==> src/rtl/conv_feed_if.sv <==
// Memory, accumulator and result bus between the window feeder and its
// surroundings: feature-map/kernel reads, accumulator beats, result writes.
interface conv_feed_if #(
  parameter int DW = 16,
  parameter int AW = 16
);
  logic [AW-1:0]   fm_addr;
  logic [3*DW-1:0] fm_data;
  logic [AW-1:0]   w_addr;
  logic [3*DW-1:0] w_data;
  logic            en;
  logic [9:0]      Size;
  logic [DW-1:0]   D_in_R;
  logic [DW-1:0]   D_in_G;
  logic [DW-1:0]   D_in_B;
  logic [DW-1:0]   Weight_R;
  logic [DW-1:0]   Weight_G;
  logic [DW-1:0]   Weight_B;
  logic [DW-1:0]   Bias;
  logic [31:0]     Conv_out_R;
  logic [31:0]     Conv_out_G;
  logic [31:0]     Conv_out_B;
  logic            conv_ack;
  logic            res_we;
  logic [AW-1:0]   res_addr;
  logic [31:0]     res_data;

  modport master (
    output fm_addr, w_addr, en, Size,
    output D_in_R, D_in_G, D_in_B,
    output Weight_R, Weight_G, Weight_B, Bias,
    output res_we, res_addr, res_data,
    input  fm_data, w_data,
    input  Conv_out_R, Conv_out_G, Conv_out_B, conv_ack
  );

  modport slave (
    input  fm_addr, w_addr, en, Size,
    input  D_in_R, D_in_G, D_in_B,
    input  Weight_R, Weight_G, Weight_B, Bias,
    input  res_we, res_addr, res_data,
    output fm_data, w_data,
    output Conv_out_R, Conv_out_G, Conv_out_B, conv_ack
  );
endinterface

==> src/rtl/conv_window_feeder.sv <==
// Walks every stride-1 window of an RGB feature map, streams k*k products
// plus a flush beat to the accumulator and stores the summed channel result.
module conv_window_feeder #(
  parameter int DW = 16,
  parameter int AW = 16
) (
  input  logic          clk,
  input  logic          rst,
  input  logic          start,
  input  logic [9:0]    img_w,
  input  logic [9:0]    img_h,
  input  logic [3:0]    k,
  input  logic [DW-1:0] bias_in,
  output logic          busy,
  output logic          done,
  output logic          err,
  conv_feed_if.master   bus
);

  localparam logic [1:0] S_IDLE   = 2'd0;
  localparam logic [1:0] S_ISSUE  = 2'd1;
  localparam logic [1:0] S_DRAIN  = 2'd2;
  localparam logic [1:0] S_FINISH = 2'd3;

  logic [1:0]    state_q, state_d;
  logic [9:0]    w_q, w_d;
  logic [9:0]    h_q, h_d;
  logic [3:0]    k_q, k_d;
  logic [DW-1:0] bias_q, bias_d;
  logic [9:0]    size_q, size_d;
  logic          err_q, err_d;
  logic [3:0]    kx_q, kx_d;
  logic [3:0]    ky_q, ky_d;
  logic [9:0]    col_q, col_d;
  logic [9:0]    row_q, row_d;
  logic [AW-1:0] org_q, org_d;
  logic [AW-1:0] fa_q, fa_d;
  logic [AW-1:0] wa_q, wa_d;
  logic          flush_q, flush_d;
  logic          en_q, en_d;
  logic          fl_q, fl_d;
  logic          rl_q, rl_d;
  logic [AW-1:0] win_q, win_d;
  logic          we_q, we_d;
  logic [AW-1:0] ra_q, ra_d;
  logic [31:0]   rd_q, rd_d;

  logic [9:0]    k10, kin10;
  logic [AW-1:0] k_ext, w_ext, col_ext;

  assign k10     = {6'd0, k_q};
  assign kin10   = {6'd0, k};
  assign k_ext   = {{(AW-4){1'b0}}, k_q};
  assign w_ext   = {{(AW-10){1'b0}}, w_q};
  assign col_ext = {{(AW-10){1'b0}}, col_q};

  always_comb begin
    state_d = state_q;
    w_d     = w_q;
    h_d     = h_q;
    k_d     = k_q;
    bias_d  = bias_q;
    size_d  = size_q;
    err_d   = err_q;
    kx_d    = kx_q;
    ky_d    = ky_q;
    col_d   = col_q;
    row_d   = row_q;
    org_d   = org_q;
    fa_d    = fa_q;
    wa_d    = wa_q;
    flush_d = flush_q;
    win_d   = win_q;
    ra_d    = ra_q;
    rd_d    = rd_q;
    we_d    = 1'b0;

    unique case (state_q)
      S_IDLE: begin
        if (start) begin
          w_d     = img_w;
          h_d     = img_h;
          k_d     = k;
          bias_d  = bias_in;
          size_d  = kin10 * kin10 + 10'd1;
          err_d   = 1'b0;
          kx_d    = '0;
          ky_d    = '0;
          col_d   = '0;
          row_d   = '0;
          org_d   = '0;
          fa_d    = '0;
          wa_d    = '0;
          flush_d = 1'b0;
          win_d   = '0;
          if (k == 4'd0 || kin10 > img_w || kin10 > img_h) begin
            err_d   = 1'b1;
            state_d = S_FINISH;
          end else begin
            state_d = S_ISSUE;
          end
        end
      end
      S_ISSUE: begin
        if (!flush_q) begin
          if (kx_q == k_q - 4'd1) begin
            kx_d = '0;
            if (ky_q == k_q - 4'd1) begin
              flush_d = 1'b1;
              fa_d    = '0;
              wa_d    = '0;
            end else begin
              ky_d = ky_q + 4'd1;
              fa_d = fa_q - (k_ext - AW'(1)) + w_ext;
              wa_d = wa_q + AW'(1);
            end
          end else begin
            kx_d = kx_q + 4'd1;
            fa_d = fa_q + AW'(1);
            wa_d = wa_q + AW'(1);
          end
        end else begin
          // Flush slot: step to the next window origin.
          flush_d = 1'b0;
          kx_d    = '0;
          ky_d    = '0;
          wa_d    = '0;
          if (col_q == w_q - k10) begin
            col_d = '0;
            if (row_q == h_q - k10) begin
              state_d = S_DRAIN;
            end else begin
              row_d = row_q + 10'd1;
              org_d = org_q - col_ext + w_ext;
            end
          end else begin
            col_d = col_q + 10'd1;
            org_d = org_q + AW'(1);
          end
          fa_d = (state_d == S_DRAIN) ? '0 : org_d;
        end
      end
      S_DRAIN: begin
        if (!en_q) state_d = S_FINISH;
      end
      S_FINISH: state_d = S_IDLE;
      default:  state_d = S_IDLE;
    endcase

    en_d = (state_q == S_ISSUE);
    fl_d = en_d && flush_q;
    rl_d = en_d && !flush_q;

    // Ack must coincide with a flush beat; anything else is a protocol error.
    if (en_q && fl_q) begin
      win_d = win_q + AW'(1);
      if (bus.conv_ack) begin
        we_d = 1'b1;
        ra_d = win_q;
        rd_d = bus.Conv_out_R + bus.Conv_out_G + bus.Conv_out_B;
      end else begin
        err_d = 1'b1;
      end
    end else if (bus.conv_ack) begin
      err_d = 1'b1;
    end
  end

  always_ff @(posedge clk) begin
    if (rst) begin
      state_q <= S_IDLE;
      w_q     <= '0;
      h_q     <= '0;
      k_q     <= '0;
      bias_q  <= '0;
      size_q  <= '0;
      err_q   <= 1'b0;
      kx_q    <= '0;
      ky_q    <= '0;
      col_q   <= '0;
      row_q   <= '0;
      org_q   <= '0;
      fa_q    <= '0;
      wa_q    <= '0;
      flush_q <= 1'b0;
      en_q    <= 1'b0;
      fl_q    <= 1'b0;
      rl_q    <= 1'b0;
      win_q   <= '0;
      we_q    <= 1'b0;
      ra_q    <= '0;
      rd_q    <= '0;
    end else begin
      state_q <= state_d;
      w_q     <= w_d;
      h_q     <= h_d;
      k_q     <= k_d;
      bias_q  <= bias_d;
      size_q  <= size_d;
      err_q   <= err_d;
      kx_q    <= kx_d;
      ky_q    <= ky_d;
      col_q   <= col_d;
      row_q   <= row_d;
      org_q   <= org_d;
      fa_q    <= fa_d;
      wa_q    <= wa_d;
      flush_q <= flush_d;
      en_q    <= en_d;
      fl_q    <= fl_d;
      rl_q    <= rl_d;
      win_q   <= win_d;
      we_q    <= we_d;
      ra_q    <= ra_d;
      rd_q    <= rd_d;
    end
  end

  assign busy = (state_q == S_ISSUE) || (state_q == S_DRAIN);
  assign done = (state_q == S_FINISH);
  assign err  = err_q;

  assign bus.fm_addr  = fa_q;
  assign bus.w_addr   = wa_q;
  assign bus.en       = en_q;
  assign bus.Size     = size_q;
  assign bus.Bias     = bias_q;
  assign bus.res_we   = we_q;
  assign bus.res_addr = ra_q;
  assign bus.res_data = rd_q;

  // Memory data arrives in the beat cycle, so the beat muxes it directly.
  assign bus.D_in_R   = rl_q ? bus.fm_data[3*DW-1:2*DW] : '0;
  assign bus.D_in_G   = rl_q ? bus.fm_data[2*DW-1:DW]   : '0;
  assign bus.D_in_B   = rl_q ? bus.fm_data[DW-1:0]      : '0;
  assign bus.Weight_R = rl_q ? bus.w_data[3*DW-1:2*DW]  : '0;
  assign bus.Weight_G = rl_q ? bus.w_data[2*DW-1:DW]    : '0;
  assign bus.Weight_B = rl_q ? bus.w_data[DW-1:0]       : '0;

endmodule

==> src/flat_wrapper.sv <==
// flat-port wrapper written by rule: the top's interface ports become plain ports
module conv_window_feeder_flat 
#(
  parameter int DW = 16,
  parameter int AW = 16
)
  (clk, rst, start, img_w, img_h, k, bias_in, busy, done, err, bus_fm_addr, bus_w_addr, bus_en, bus_Size, bus_D_in_R, bus_D_in_G, bus_D_in_B, bus_Weight_R, bus_Weight_G, bus_Weight_B, bus_Bias, bus_res_we, bus_res_addr, bus_res_data, bus_fm_data, bus_w_data, bus_Conv_out_R, bus_Conv_out_G, bus_Conv_out_B, bus_conv_ack);
  conv_feed_if #(.DW(DW), .AW(AW)) bus_i ();
  input  logic clk;
  input  logic rst;
  input  logic start;
  input  logic [9:0] img_w;
  input  logic [9:0] img_h;
  input  logic [3:0] k;
  input  logic [DW-1:0] bias_in;
  output logic busy;
  output logic done;
  output logic err;
  output wire logic [$bits(bus_i.fm_addr)-1:0] bus_fm_addr;
  output wire logic [$bits(bus_i.w_addr)-1:0] bus_w_addr;
  output wire logic [$bits(bus_i.en)-1:0] bus_en;
  output wire logic [$bits(bus_i.Size)-1:0] bus_Size;
  output wire logic [$bits(bus_i.D_in_R)-1:0] bus_D_in_R;
  output wire logic [$bits(bus_i.D_in_G)-1:0] bus_D_in_G;
  output wire logic [$bits(bus_i.D_in_B)-1:0] bus_D_in_B;
  output wire logic [$bits(bus_i.Weight_R)-1:0] bus_Weight_R;
  output wire logic [$bits(bus_i.Weight_G)-1:0] bus_Weight_G;
  output wire logic [$bits(bus_i.Weight_B)-1:0] bus_Weight_B;
  output wire logic [$bits(bus_i.Bias)-1:0] bus_Bias;
  output wire logic [$bits(bus_i.res_we)-1:0] bus_res_we;
  output wire logic [$bits(bus_i.res_addr)-1:0] bus_res_addr;
  output wire logic [$bits(bus_i.res_data)-1:0] bus_res_data;
  input wire logic [$bits(bus_i.fm_data)-1:0] bus_fm_data;
  input wire logic [$bits(bus_i.w_data)-1:0] bus_w_data;
  input wire logic [$bits(bus_i.Conv_out_R)-1:0] bus_Conv_out_R;
  input wire logic [$bits(bus_i.Conv_out_G)-1:0] bus_Conv_out_G;
  input wire logic [$bits(bus_i.Conv_out_B)-1:0] bus_Conv_out_B;
  input wire logic [$bits(bus_i.conv_ack)-1:0] bus_conv_ack;
  assign bus_fm_addr = bus_i.fm_addr;
  assign bus_w_addr = bus_i.w_addr;
  assign bus_en = bus_i.en;
  assign bus_Size = bus_i.Size;
  assign bus_D_in_R = bus_i.D_in_R;
  assign bus_D_in_G = bus_i.D_in_G;
  assign bus_D_in_B = bus_i.D_in_B;
  assign bus_Weight_R = bus_i.Weight_R;
  assign bus_Weight_G = bus_i.Weight_G;
  assign bus_Weight_B = bus_i.Weight_B;
  assign bus_Bias = bus_i.Bias;
  assign bus_res_we = bus_i.res_we;
  assign bus_res_addr = bus_i.res_addr;
  assign bus_res_data = bus_i.res_data;
  assign bus_i.fm_data = bus_fm_data;
  assign bus_i.w_data = bus_w_data;
  assign bus_i.Conv_out_R = bus_Conv_out_R;
  assign bus_i.Conv_out_G = bus_Conv_out_G;
  assign bus_i.Conv_out_B = bus_Conv_out_B;
  assign bus_i.conv_ack = bus_conv_ack;
  conv_window_feeder #(.DW(DW), .AW(AW)) u_core (.clk(clk), .rst(rst), .start(start), .img_w(img_w), .img_h(img_h), .k(k), .bias_in(bias_in), .busy(busy), .done(done), .err(err), .bus(bus_i));
endmodule
==> config.mk <==
export PLATFORM = sky130hd
export DESIGN_NAME = conv_window_feeder_flat
export DESIGN_NICKNAME = d
export VERILOG_FILES = /design/src/rtl/conv_feed_if.sv /design/src/rtl/conv_window_feeder.sv /design/src/flat_wrapper.sv
export SDC_FILE = /design/constraint.sdc
export NUM_CORES = 1
export LEC_CHECK = 0
export CORE_ASPECT_RATIO = 0.9
export CORE_MARGIN = 2
export CORE_UTILIZATION = 48
export CTS_CLUSTER_DIAMETER = 30
export DETAILED_ROUTE_END_ITERATION = 16
export PLACE_DENSITY_LB_ADDON = 0.2
export SLEW_MARGIN = 20
export SYNTH_ARGS = -nofsm -noshare
export SYNTH_HDL_FRONTEND = slang
export SYNTH_SLANG_ARGS = --single-unit
==> constraint.sdc <==
create_clock -name clk -period 7.6 [get_ports clk]
set_clock_uncertainty 0.05 [all_clocks]
set_input_delay 1.14 -clock clk [delete_from_list [all_inputs] [get_ports clk]]
set_output_delay 1.14 -clock clk [all_outputs]
set_load 0.005 [all_outputs]
; Word level (Yosys, flattened, before mapping)
; Index checks and enable logic that the tools add are counted.
[classes]
add_sub_neg = 19
n_mul = 1
div = 0
order_cmp = 2
n_eq_ne = 15
shift = 0
n_mux = 59
bitwise_logic = 1
reduce_logical = 21
[ops]
columns = op, count
row1 = $mux W16, 19
row2 = $pmux W16 S2, 3
row3 = $add A16 B1 Y16 const B, 4
row4 = $add A32 B32 Y32, 2
row5 = $mux W10, 6
row6 = $pmux W10 S2, 2
row7 = $add A16 B10 Y16, 2
row8 = $add A10 B1 Y10 const B, 3
row9 = $mux W4, 6
row10 = $eq A10 B10 Y1, 2
row11 = $gt A4 B10 Y1, 2
row12 = $sub A10 B4 Y10, 2
row13 = $mux W2, 8
row14 = $pmux W4 S2, 2
row15 = $sub A16 B10 Y16, 1
row16 = $sub A16 B16 Y16, 1
row17 = $mux W1, 11
row18 = $add A4 B1 Y4 const B, 2
row19 = $eq A4 B4 Y1, 2
row20 = $mul A4 B4 Y8, 1
row21 = $ne A2 B2 Y1 const B, 4
row22 = $pmux W2 S4, 1
row23 = $reduce_and A2 Y1, 4
row24 = $eq A2 B2 Y1 const B, 3
row25 = other kinds (17), 25
[totals]
reg_bits = 198
latch_bits = 0
ramBits = 0
mem_bits_ro = 0
in_bits = 236
out_inout_bits = 207
word_cells = 140
n_memories = 0

; Logic depth before layout (Yosys ltp)
[depth]
ltp_word = 10
mapped_depth = 16
mapped_depth_nobuf = 16

; Least setup slack after synthesis
; Ideal clock, no wire load.
[synth_timing]
kind = input -> register
start = in bus_Conv_out_B[1]
end = reg u_core.rd_q[31], in the netlist u_core.bus.res_data[31]
setup_ps = 117
arrival_ps = 4096
t_required_ps = 7433
slack_ps = 3337
stages = 13
n_path_buf = 0
cell_sequence = fa_1 ha_1 inv_1 fa_1 nor2b_1 o21ai_0 a21oi_1 o21a_1 a21oi_1 o41a_1 o41ai_1 xnor2_1 a22o_1
[synth_via]
elab_chain_cells = 1
[synth_lines]
columns = element, line
row1 = "start, declared", flat_wrapper.sv:37  ; input wire logic [$bits(bus_i.Conv_out_B)-1:0] bus_Conv_out_B;
row2 = $add A32 B32 Y32, conv_window_feeder.sv:160  ; rd_d = bus.Conv_out_R + bus.Conv_out_G + bus.Conv_out_B;
row3 = "end signal, assigned", conv_window_feeder.sv:215  ; rd_q <= rd_d;
row4 = "end, declared", conv_window_feeder.sv:46  ; logic [31:0] rd_q, rd_d;
; No other way between the ends.
; A chain may end at the register's enable or synchronous reset.

; Worst setup path after layout
; Ends and elaborated chain as after synthesis.

==> flow_metrics.py <==
metrics = {
    "hold_path": {
        "hold_path_class": "flop to flop",
        "min_from": "u_core.bus.res_data[17]",
    },
    "pwr": {
        "p_per_area_nw_per_um2": 242,
        "p_sw_mw": 2.04,
        "p_int_mw": 2.82,
        "pwr-share-comb": 0.540,
        "p_sw_frac": 0.420,
        "seqPwrFrac": 0.260,
        "p_clk_frac": 0.200,
        "p_leak_nw": 7.85,
        "peakVddDrop_mv": 0.174,
    },
    "synthesis": {
        "synth_edf_count": 0,
        "ys_types": 79,
        "syn_area_per_cell_um2": 7.92,
        "ys.flop_type": "dfxtp_1",
        "async_flop_share": 0,
        "synth_area_leaders": "dfxtp_1 27%, ha_1 8.8%, fa_1 7.5%",
        "ys_seq_area_frac": 0.266,
        "netlist_instances": 1854,
        "synth.top_cell.area_share": 0.266,
        "synth_warnings": 0,
        "synth_area_um2": 14700,
        "yosys.area.top_type": "dfxtp_1",
        "ys_ff_latch": 195,
    },
    "drt": {
        "wl_um": 46800,
        "vias": 15000,
        "dr.max_layer_used": "met4",
        "drt_iter0_drc": 1094,
        "detail_route.wl_per_cell_um": 17.5,
        "vias_per_cell": 5.62,
        "wl_met1_um": 18500,
        "post-route-drc-count": 0,
        "antenna_left": 0,
        "dr_wl_met2_um": 22100,
        "wl_met3_um": 4200,
        "dr.pass1.iters": 7,
    },
    "global_routing": {
        "grt_max_degree": 97,
        "grt_use_total": 0.279,
        "grt_pass1_vias": 14100,
        "grt-ovfl-total": 0,
        "antenna_found_initial": 0,
        "grt_pass1_wl_um": 72300,
    },
    "clocking": {
        "cts_tree": "built",
        "cts_sinks": 195,
        "path_clk_slew_ns": 0.08,
        "cts_buffer_depth": 2,
        "cts.repair.resized": 0,
        "root_buffer": "clkbuf_16",
        "postCtsSetupRepairBufs": 0,
        "htree_levels": 4,
        "hold_buffers": 0,
        "cts_buffers": 17,
        "clk_latency_ns": 0.44,
    },
    "setup_path": {
        "crit_chain": "clkdlybuf4s50_1 -> fa_1 -> ha_1 -> inv_1 -> fa_1 -> nor2b_1 -> o21ai_0 -> a21oi_1 -> o21a_1 -> a21oi_1 -> o41a_1 -> o41ai_1 -> xnor2_1 -> a22o_1",
        "reg2reg_slack_ns": 2.86,
        "cp.required_ns": 7.89,
        "max_stage_delay_ns": 0.55,
        "crit_buf_inv": 2,
        "critical_path.startpoint": "bus_Conv_out_B[1]",
        "path_max_fanout": 5,
        "crit_family": "compound AO/OA/AOI/OAI gates",
        "arrival_ns": 5.06,
        "worstSetupEndpointType": "flop",
        "critPathKind": "input pin to flop",
        "r2r-start": "u_core.bus.Size[1]",
        "cp_slowest_cell": "fa_1",
        "critPathLaunchType": "input pin",
    },
    "floorplanning": {
        "rows": 60,
        "die_w_um": 188,
        "io_pins": 443,
        "die_h_um": 170,
        "core_um2": 30000,
        "dieArea_um2": 32000,
        "start_util": 0.489,
    },
    "placement": {
        "gp_congestion": 0.960,
        "hpwlAfterDp_um": 36600,
        "io_buffers": 440,
    },
    "cells_and_area": {
        "post-route-util": 0.666,
        "drive_gt1_frac": 0.0283,
        "diodes": 0,
        "final_common_cell": "clkdlybuf4s50_1",
        "fin_nets": 2644,
        "final_cell_mix": "439 x clkdlybuf4s50_1, 244 x nand2_1, 194 x dfxtp_1, 164 x a21oi_1, 143 x nor2_1",
        "area_growth_pct": 36.3,
    },
    "sta": {
        "fmax_mhz": 209,
        "rsz0062_at_grt": "false",
        "tns_ns": 0,
        "setup_violations": 0,
        "worst-slew-pin-transition_ns": 1.23,
        "period_minus_slack_ns": 4.77,
        "slew-limit-headroom": 0.169,
        "fin_crit_sh": 0.628,
        "hold_viol_final": 0,
        "slew_violations": 0,
    },
    "status": {
        "status": "complete, no violations",
    },
    "flow_run": {
        "drv_cap": 0,
    },
}
-- flip-flops by register name, summed over array words and instances, names as in the netlist, 10 cells and up --
register / cells
u_core.row_q: 10
u_core.w_q: 10
u_core.bus.Bias: 16
u_core.bus.res_data: 32
u_core.org_q: 16
u_core.h_q: 10
u_core.col_q: 10
u_core.bus.res_addr: 16
u_core.bus.fm_addr: 16
u_core.win_q: 16
u_core.bus.w_addr: 16
-- worst reg2reg max path, delay by kind of cell, from the launching register on --
family / cells / cell delay (ns)
compound gates: 7 / 2.25
fa+ha+maj: 3 / 1.11
buf+inv: 1 / 0.15
xor+xnor: 2 / 0.49
flops: 1 / 0.58
-- metrics by stage --
step           power, mW  cell area (um^2)  std cells  hold WS [ns]  setup slack [ns]
6_report            4.85             20000       2666         0.405              2.83
5_1_grt             5.17             20000       2666         0.419              2.61
4_1_cts             4.82             20000       2666         0.405              2.85
3_5_place_dp        3.85             19400       2634         0.393              2.38
3_3_place_gp        3.77             19400       2634         0.389              2.58
2_1_floorplan       2.96             14700       1855         0.386              3.34
-- routing by layer --
layer,GRT usage,vias to the layer above
li1,-,7252
met1,0.329,7000
met2,0.480,621
met3,0.0705,97
met4,0.124,0
met5,0,-
-- final timing paths --
| path | cells past startpoint | to |
|---|---|---|
| hold / removal | 2 | u_core.bus.res_data[17] |
| setup reg to reg | 13 | u_core.bus.fm_addr[13] |
| hold reg to reg | 2 | u_core.bus.res_data[17] |
| setup / recovery | 14 | u_core.bus.res_data[31] |
-- cell type report --
class	count	area, um^2
Clock inverter	14	193
Fill cell	2489	10000
Clock buffer	18	439
Tap cell	403	504
Multi-Input combinational cell	1479	10100
Inverter	109	409
Sequential cell	195	3910
Timing Repair Buffer	448	4460
-- Yosys cell counts, types with 8 or more instances --
library cell	n
nand3_1	57
xor2_1	41
and3_1	35
nor2b_1	17
xnor2_1	83
a211oi_1	20
or3_1	13
a211o_1	12
mux2i_1	8
clkbuf_1	60
inv_1	108
nor2_1	143
a21o_1	30
nor4_1	15
a221oi_1	13
a21oi_1	164
and2_1	106
o21a_1	17
nand4_1	24
ha_1	103
o21ai_0	74
o211ai_1	17
fa_1	55
nor3b_1	8
dfxtp_1	195
nor3_1	39
nand2b_1	13
nand2_1	245
-- logic make-up after synthesis --
logic type / Yosys count / share of synthesized area
compound gates: 435 / 0.192
buf+inv: 181 / 0.0475
xor+xnor: 124 / 0.0740
other cells: 1 / 0.000255
mux: 11 / 0.00776
simple gates: 749 / 0.250
flops: 195 / 0.266
fa+ha+maj: 158 / 0.163
-- power by group through the flow --
| stage | clock network [mW] | logic (mW) | registers, mW |
|---|---|---|---|
| 2_1_floorplan | 0 | 1.74 | 1.22 |
| 3_3_place_gp | 0 | 2.50 | 1.28 |
| 3_5_place_dp | 0 | 2.56 | 1.28 |
| 4_1_cts | 0.981 | 2.58 | 1.26 |
| 5_1_grt | 1.02 | 2.87 | 1.28 |
| 6_report | 0.969 | 2.62 | 1.26 |
(Power assumes the default switching activity.)
==> edit (same flow settings) <==
Take the reset off `ky_q` and load it in a clocked block of its own.
--- a/src/rtl/conv_window_feeder.sv
+++ b/src/rtl/conv_window_feeder.sv
@@ -176,7 +176,6 @@
       size_q  <= '0;
       err_q   <= 1'b0;
       kx_q    <= '0;
-      ky_q    <= '0;
       col_q   <= '0;
       row_q   <= '0;
       org_q   <= '0;
@@ -199,7 +198,6 @@
       size_q  <= size_d;
       err_q   <= err_d;
       kx_q    <= kx_d;
-      ky_q    <= ky_d;
       col_q   <= col_d;
       row_q   <= row_d;
       org_q   <= org_d;
@@ -216,6 +214,10 @@
     end
   end
 
+  always_ff @(posedge clk) begin
+    ky_q <= ky_d;
+  end
+
   assign busy = (state_q == S_ISSUE) || (state_q == S_DRAIN);
   assign done = (state_q == S_FINISH);
   assign err  = err_q;
Formal check against the unedited RTL: no difference found for any inputs over 4 cycles, from zero or initial values and one cycle with rst high; that may be too few to reach the edited logic, so the function may still have changed.
==> edit against the unedited design <==
- worst setup slack improved by 0.0098 ns
- sequential cell count did not move
- design area fell by 0.36%
- area after synthesis fell by 0.43%
- routed wire length rose by 24%
- power fell by 9.4%
- utilization fell by 0.075 points
- largest cell class unchanged
==> edit: results (changes against the unedited design) <==
metric,value,unit,change
nets@finish,2647,,+0.11%
met2 Use GR,55.4,%,+7.5 points
area share of fa/ha/maj cells after synthesis,16.2,%,-0.12 points
post-synthesis xor/xnor area fraction,6.91,%,-0.49 points
slowest CP cell,a211oi_4,,
WL met3,6220,µm,+48%
WL/cell,21.5,µm,+22%
layout cells sized above 1,2.87,%,+0.040 points
vias in the first global route,14546,,+3.4%
Tightest Pin Transition,1.09,ns,-0.141 ns
P_sw,1.86,mW,-8.4%
CP peak stage delay,0.66,ns,+0.11 ns
critical path type,flip-flop to flip-flop,,
status,completed,,
Worst R2R Path Depth,12,,-1
Post-DP HPWL,46400,µm,+27%
metal2 WL,25600,µm,+16%
CP max FO,14,,+9
global-route track usage on met1,43.7,%,+11 points
First-pass DRT Iterations,6,,-1
"reg-to-reg slack, setup",2.84,ns,-0.02 ns
routability congestion estimate,0.951,,-0.91%
Synth Area in Compound Gates,20.1,%,+0.95 points
met3 usage,12.9,%,+5.8 points
Peak VDD IR,0.189,mV,+8.9%
Fill cells,2543,,+2.2%
Post-synth top cells,"257 x nand2_1, 191 x dfxtp_1, 178 x a21oi_1, 123 x nor2_1, 117 x inv_1",,
fin cells,2689,,+0.86%
-- edit: per-stage QoR --
stage / setup slack (ns) / area, µm²
6_report: 2.84 / 19900
5_1_grt: 2.64 / 19900
4_1_cts: 2.86 / 19900
3_5_place_dp: 2.51 / 19300
3_3_place_gp: 2.63 / 19300
2_1_floorplan: 3.49 / 14600
-- edit: power by group through the flow --
| stage | Clock [mW] | Sequential [mW] | Combinational, mW |
|---|---|---|---|
| 5_1_grt | 0.947 | 1.23 | 2.47 |
| 6_report | 0.899 | 1.22 | 2.28 |
| 4_1_cts | 0.908 | 1.21 | 2.23 |
| 3_5_place_dp | 0 | 1.24 | 2.22 |
| 3_3_place_gp | 0 | 1.23 | 2.16 |
| 2_1_floorplan | 0 | 1.19 | 1.46 |
-- edit: cell type report --
class,count,area [µm²],area share (%)
tap,403,504,2.53
timing repair buffer,449,4470,22.4
antenna,20,50.0,0.251
multi-input combinational,1474,9960,50.0
clock buffer,17,425,2.13
clock inverter,14,139,0.697
inverter,117,439,2.20
sequential,195,3950,19.8
